$ cat src/rtl/mips_mem_responder.sv
// ============================================================================
// Module   : mips_mem_responder
// Brief    : Fixed-latency valid/ready memory responder for the multicycle MIPS
//            core; word and big-endian byte accesses to a word-organised RAM.
// Revision : 1.0 - initial release
// ============================================================================
`default_nettype none

module mips_mem_responder #(
  parameter int DEPTH   = 64,
  parameter int LATENCY = 2
) (
  input  logic        clk,
  input  logic        reset,
  input  logic        req_valid,
  output logic        req_ready,
  input  logic        we,
  input  logic [31:0] adr,
  input  logic [31:0] wd,
  input  logic [1:0]  lb,
  output logic        rsp_valid,
  output logic [31:0] rd,
  output logic        err
);

  localparam int AW = $clog2(DEPTH);
  localparam int CW = (LATENCY > 1) ? $clog2(LATENCY) : 1;

  typedef enum logic [1:0] {
    S_IDLE = 2'd0,
    S_WAIT = 2'd1,
    S_RESP = 2'd2
  } state_t;

  state_t          state_q, state_d;
  logic [CW-1:0]   cnt_q, cnt_d;
  logic            we_q, we_d;
  logic [31:0]     adr_q, adr_d;
  logic [31:0]     wd_q, wd_d;
  logic [1:0]      lb_q, lb_d;
  logic [31:0]     rd_q, rd_d;
  logic            err_q, err_d;

  logic [31:0]     mem [DEPTH];

  logic [AW-1:0]   w_idx;
  logic [31:0]     w_word;
  logic [7:0]      w_byte;
  logic            w_err;
  logic            w_mem_we;

  assign w_idx  = adr_q[AW+1:2];
  assign w_word = mem[w_idx];

  // Big-endian lane select: byte offset 0 is the most significant byte.
  always_comb begin
    w_byte = w_word[7:0];
    case (adr_q[1:0])
      2'd0:    w_byte = w_word[31:24];
      2'd1:    w_byte = w_word[23:16];
      2'd2:    w_byte = w_word[15:8];
      default: w_byte = w_word[7:0];
    endcase
  end

  // DEPTH is a power of two, so any set bit above the index field is out of range.
  assign w_err = (|adr_q[31:AW+2])
              || (lb_q == 2'b11)
              || ((lb_q == 2'b00) && (adr_q[1:0] != 2'b00))
              || (we_q && (lb_q != 2'b00));

  always_comb begin
    state_d  = state_q;
    cnt_d    = cnt_q;
    we_d     = we_q;
    adr_d    = adr_q;
    wd_d     = wd_q;
    lb_d     = lb_q;
    rd_d     = rd_q;
    err_d    = err_q;
    w_mem_we = 1'b0;
    case (state_q)
      S_IDLE: begin
        if (req_valid) begin
          we_d    = we;
          adr_d   = adr;
          wd_d    = wd;
          lb_d    = lb;
          cnt_d   = CW'(LATENCY - 1);
          state_d = S_WAIT;
        end
      end
      S_WAIT: begin
        if (cnt_q == '0) begin
          state_d = S_RESP;
          if (w_err) begin
            err_d = 1'b1;
            rd_d  = '0;
          end else begin
            err_d = 1'b0;
            if (we_q) begin
              w_mem_we = 1'b1;
              rd_d     = wd_q;
            end else if (lb_q == 2'b00) begin
              rd_d = w_word;
            end else if (lb_q == 2'b01) begin
              rd_d = {24'b0, w_byte};
            end else begin
              rd_d = {{24{w_byte[7]}}, w_byte};
            end
          end
        end else begin
          cnt_d = cnt_q - CW'(1);
        end
      end
      S_RESP:  state_d = S_IDLE;
      default: state_d = S_IDLE;
    endcase
  end

  always_ff @(posedge clk or negedge reset) begin
    if (!reset) begin
      state_q <= S_IDLE;
      cnt_q   <= '0;
      we_q    <= 1'b0;
      adr_q   <= '0;
      wd_q    <= '0;
      lb_q    <= '0;
      rd_q    <= '0;
      err_q   <= 1'b0;
    end else begin
      state_q <= state_d;
      cnt_q   <= cnt_d;
      we_q    <= we_d;
      adr_q   <= adr_d;
      wd_q    <= wd_d;
      lb_q    <= lb_d;
      rd_q    <= rd_d;
      err_q   <= err_d;
    end
  end

  // RAM is not reset; a reset drops the state to IDLE so no pending write commits.
  always_ff @(posedge clk) begin
    if (w_mem_we) mem[w_idx] <= wd_q;
  end

  assign req_ready = (state_q == S_IDLE);
  assign rsp_valid = (state_q == S_RESP);
  assign rd        = rd_q;
  assign err       = err_q;

endmodule

`default_nettype wire

$ cat config.mk
export PLATFORM = sky130hd
export DESIGN_NAME = mips_mem_responder
export DESIGN_NICKNAME = d
export VERILOG_FILES = /design/src/rtl/mips_mem_responder.sv
export SDC_FILE = /design/constraint.sdc
export NUM_CORES = 2
export LEC_CHECK = 0
export BUFFER_PORTS_ARGS = -buffer_cell sky130_fd_sc_hd__buf_4
export CAP_MARGIN = 20
export CORE_UTILIZATION = 45
export DETAILED_ROUTE_END_ITERATION = 7
export PLACE_DENSITY = 0.71
export SYNTH_ARGS = -nofsm -noshare
export SYNTH_HDL_FRONTEND = slang
export SYNTH_SLANG_ARGS = --single-unit
$ cat constraint.sdc
create_clock -name clk -period 7 [get_ports clk]
set_clock_uncertainty 0.05 [all_clocks]
set_input_delay 0.35 -clock clk [delete_from_list [all_inputs] [get_ports clk]]
set_output_delay 0.35 -clock clk [all_outputs]
set_load 0.05 [all_outputs]
# Word level (Yosys, flattened, before mapping)
# Memory sizes are Yosys's and may differ from the RTL's.
# Index checks and enable logic that the tools add are counted.
# totals
inputBits,70
elab_cells,53
ff_bits,103
n_memories,1
output_inout_bits,35
ramBits,2048
# op_classes
mux,18
addsub,1
n_eq_ne,8
n_bitwise,1
n_reduce_logical,16
# mem_list
memory,words,width,read_ports,rd_clocked_by_memory_dff,wr,line,rtl
mem,64,32,1,0,1,44,logic [31:0] mem [DEPTH];
# ops
operator,n
$mux 32,4
$pmux 8 s3,1
$reduce_or 24->1,1
$mux 1,9
$reduce_and 2->1,4
$eq 2x1->1 const B,3
$eq 2x2->1 const B,3
$logic_not 2->1,3
$reduce_bool 2->1,3
$mux 2,2
$ne 2x2->1 const B,2
$pmux 2 s2,1
$logic_or 1x1->1,3
$logic_and 1x1->1,2
$pmux 1 s2,1
$not 1->1,1
$sub 1x1->1 const B,1

# Logic depth before layout (Yosys ltp)
# logic_depth
word_depth,9
ltp_mapped,15
ltp_nobuf,10

# Worst setup path before layout
# No wires, ideal clock.
# synth_timing
path_kind,reg-to-reg
from,register adr_q[9]
to,"memory mem[41][0], enable pin"
arrival_ns,3.462
period_less_slack_ns,3.933
required_ns,6.529
slack_ns,3.067
setup_time_ns,0.421
path_buffers,2
stages_incl_launch_ff,9
cell_sequence,dfrtp_1 -> nor4_1 -> nand4_1 -> nor4_1 -> and3_1 -> clkbuf_1 -> buf_2 -> nand2_1 -> nor2_1
# synth_between
elab_chain_cells,9
# synth_lines
item,line,rtl
"start, declared",38,"logic [31:0] adr_q, adr_d;"
"start signal, assigned",135,adr_q <= adr_d;
$reduce_or 24->1,67,assign w_err = (|adr_q[31:AW+2])
$logic_or 1x1->1,68,|| (lb_q == 2'b11)
$logic_or 1x1->1,69,|| ((lb_q == 2'b00) && (adr_q[1:0] != 2'b00))
$logic_or 1x1->1,70,|| (we_q && (lb_q != 2'b00));
$mux 1,96,if (w_err) begin
$mux 1,94,if (cnt_q == '0) begin
$mux 1,82,case (state_q)
$mux 1,145,if (w_mem_we) mem[w_idx] <= wd_q;
$mux 1 (implied by the code),145,
"end, declared",44,
# No other way between the ends.

# Worst setup path after layout
# layout_timing
from,register adr_q[21]
to,"memory mem[42][1], enable pin"
# The elaborated chain is that of the path after synthesis.

==> impl_metrics.json <==
{
  "outcome": "finished, final reports clean",
  "cts.clk_slew.worst_paths_ns": 0.06,
  "period_share": 0.722,
  "fp.coreArea_sq_mm": 0.183,
  "arrival_ns": 5.45,
  "grt_max_degree": 97,
  "firstDrtPassIters": 7,
  "io_buffers": 104,
  "crit_top_cell": "nor4_1",
  "hold_violations": 0,
  "vias": 50200,
  "ys.flop_type": "edfxtp_1",
  "startpoint": "adr_q[21]",
  "r2r_slack_ns": 1.94,
  "final_common_cell": "edfxtp_1",
  "fp.dieH_um": 431,
  "die_x_um": 431,
  "powerDensity_mw_per_mm2": 453,
  "wire_per_inst_um": 38.8,
  "postSynthAreaPerCell_sq_um": 18.5,
  "grt_use_met1": 0.405,
  "worst_pin_slew_ns": 1.27,
  "vias_per_cell": 6.74,
  "dp_hpwl_mm": 177,
  "cts_max_path_buffers": 3,
  "rsz0062_at_grt": "no",
  "startpoint_type": "flop",
  "nets": 4873,
  "cts_num_sinks": 2151,
  "slew-limit-headroom": 0.141,
  "synth_fa_ha_area_frac": 0,
  "setup_viol": 0,
  "fill_cells": 14200,
  "drv_slew": 0,
  "root_buffer": "clkbuf_16",
  "fin_util": 0.520,
  "rr_endpoint": "mem[42][1]",
  "antenna_left": 0,
  "ys_seq_elements": 2151,
  "busiest_layer": "met2",
  "cp_cell_sequence": "nor4_1, nand4_1, nor4_1, and3_2, nand2_1, nor2_4",
  "grt.overflow.total": 0,
  "clock_latency_ns": 0.87,
  "initial_core_util": 0.453,
  "reg2reg_depth": 6,
  "htree_levels": 4,
  "r2r_start": "adr_q[21]",
  "synthMuxAreaShare": 0.0916,
  "synth_cell_types": 81,
  "antenna_found_initial": 24,
  "p_leak_nw": 30.3,
  "synth_edf_count": 2048,
  "critPathMaxFanout": 32,
  "io_pins": 105,
  "dieArea_sq_mm": 0.186,
  "hp-class": "primary input to asynchronous set/reset pin",
  "critPathSlowestCell": "nor2_4",
  "track_usage": 0.307,
  "drt_iter0_markers": 9930,
  "wl_mm": 289,
  "max_stage_delay_ns": 1.06,
  "cp.required_ns": 7.40,
  "place_congestion": 1.06,
  "synth_xor_area_frac": 0,
  "drive_above_1_share": 0.228,
  "grt_pass1_vias": 47600,
  "ir_drop_v": 0.000621,
  "max_cap_viol_count": 0,
  "grtUsageMet3": 0.115,
  "multi_input_comb_area_sq_mm": 0.0177,
  "area_growth_pct": 14.8,
  "worstSetupEndpointType": "flop",
  "seq_area_sq_mm": 0.0642,
  "synth-compound-area-share": 0.0869,
  "syn_area_sq_mm": 0.0830,
  "path_class": "flop to flop",
  "fin_setup_tns_ns": 0,
  "synth.net_count": 4565,
  "globalRouteMet2Util": 0.433,
  "grt_pass1_wl_mm": 392,
  "yosys.area_share.simple": 0.0274,
  "syn_inst": 4495,
  "synth_top_family_by_area": "multiplexers",
  "cts_tree": "built",
  "synth_warnings": 0,
  "fin_crit_ns": 5.06,
  "fmax_mhz": 198,
  "synthArstFlopShare": 0.0479,
  "seq_area_frac_synth": 0.772,
  "std_cell_rows": 157,
  "drc": 0,
  "cts_resized": 0,
  "numCtsBuffers": 201,
  "most-common-layout-cells": "edfxtp_1 (2048), buf_4 (302), mux2_2 (211)"
}
==> timing repair <==
item | in CTS | in global routing
hold endpoints to repair | 116 | 0
setup buffers | 0 | 0
hold buffers | 69 | 0
==> worst max-delay path: cells and delay by family (launching register included) <==
family / cells / cell delay, ns
AND/OR/NAND/NOR: 6 / 4.21
flip-flops: 1 / 0.37
==> routing by layer <==
layer | part of all wire | wire length, um
met1 | 0.35 | 100000
met2 | 0.42 | 122000
met3 | 0.16 | 46100
met4 | 0.070 | 20300
met5 | 0.0011 | 312
==> report_power, final <==
group | internal [mW] | switching, mW | total [mW]
logic | 3.87 | 10.8 | 14.7
clock network | 5.90 | 4.83 | 10.7
registers | 16.2 | 1.49 | 17.7
total | 26.0 | 17.1 | 43.1
==> state kept, by name (all words and copies together), names as in the netlist <==
signal	count
cnt_q	1
we_q	1
state_q	2
mem	2048
lb_q	2
err	1
rd	32
adr_q	32
wd_q	32
==> how the worst max path moves through the flow <==
| stage | end | slack, ns | cells after the start |
|---|---|---|---|
| after floorplan | mem[41][0] | 3.07 | 8 |
| after global placement | mem[40][4] | 2.06 | 6 |
| after detailed placement | mem[44][18] | 2.06 | 6 |
| after CTS | mem[54][4] | 2.03 | 7 |
| after global routing | mem[42][1] | 1.82 | 6 |
| final | mem[42][1] | 1.94 | 6 |
==> Yosys cell counts, types with 39 or more instances <==
cell	count	area, sq um
o21ai_0	132	661
buf_6	39	439
a221oi_1	155	1360
mux4_2	138	3110
mux2i_1	202	2020
a21oi_1	122	611
nand3_1	43	215
buf_2	87	435
dfrtp_1	103	2580
a22oi_1	147	1100
buf_4	46	345
clkbuf_1	109	409
o22ai_1	133	832
edfxtp_1	2048	61500
mux2_2	211	2380
a221o_1	47	470
o221ai_1	57	499
nand2_1	135	507
nor2_1	172	646
==> cell families after synthesis <==
kind of cell / Yosys count
multiplexers: 557
AO/OA/AOI/OAI: 993
buffers and inverters: 316
flip-flops: 2151
AND/OR/NAND/NOR: 478
==> through the flow <==
stage          hold WS, ns  instances  power (mW)  setup slack (ns)  instance area [sq um]
2_1_floorplan      0.00441       4495        24.0              3.07                  83000
4_1_cts             0.0483       7429        42.2              2.03                  94900
3_5_place_dp         0.413       6981        31.7              2.06                  87800
6_report            0.0634       7449        43.1              1.94                  95200
5_1_grt             0.0949       7444        43.4              1.82                  95200
3_3_place_gp         0.412       6968        31.5              2.06                  87500
==> layout make-up <==
type,instances,share of cell area
repair buffers,409,0.0397
well taps,2464,0.0324
inverters,12,0.000539
clock buffers,256,0.0561
multi-input cells,2028,0.186
flip-flops and latches,2151,0.674
clock inverters,123,0.0112
diodes,6,0.000158
No activity file was read; power rests on OpenSTA's default activity.
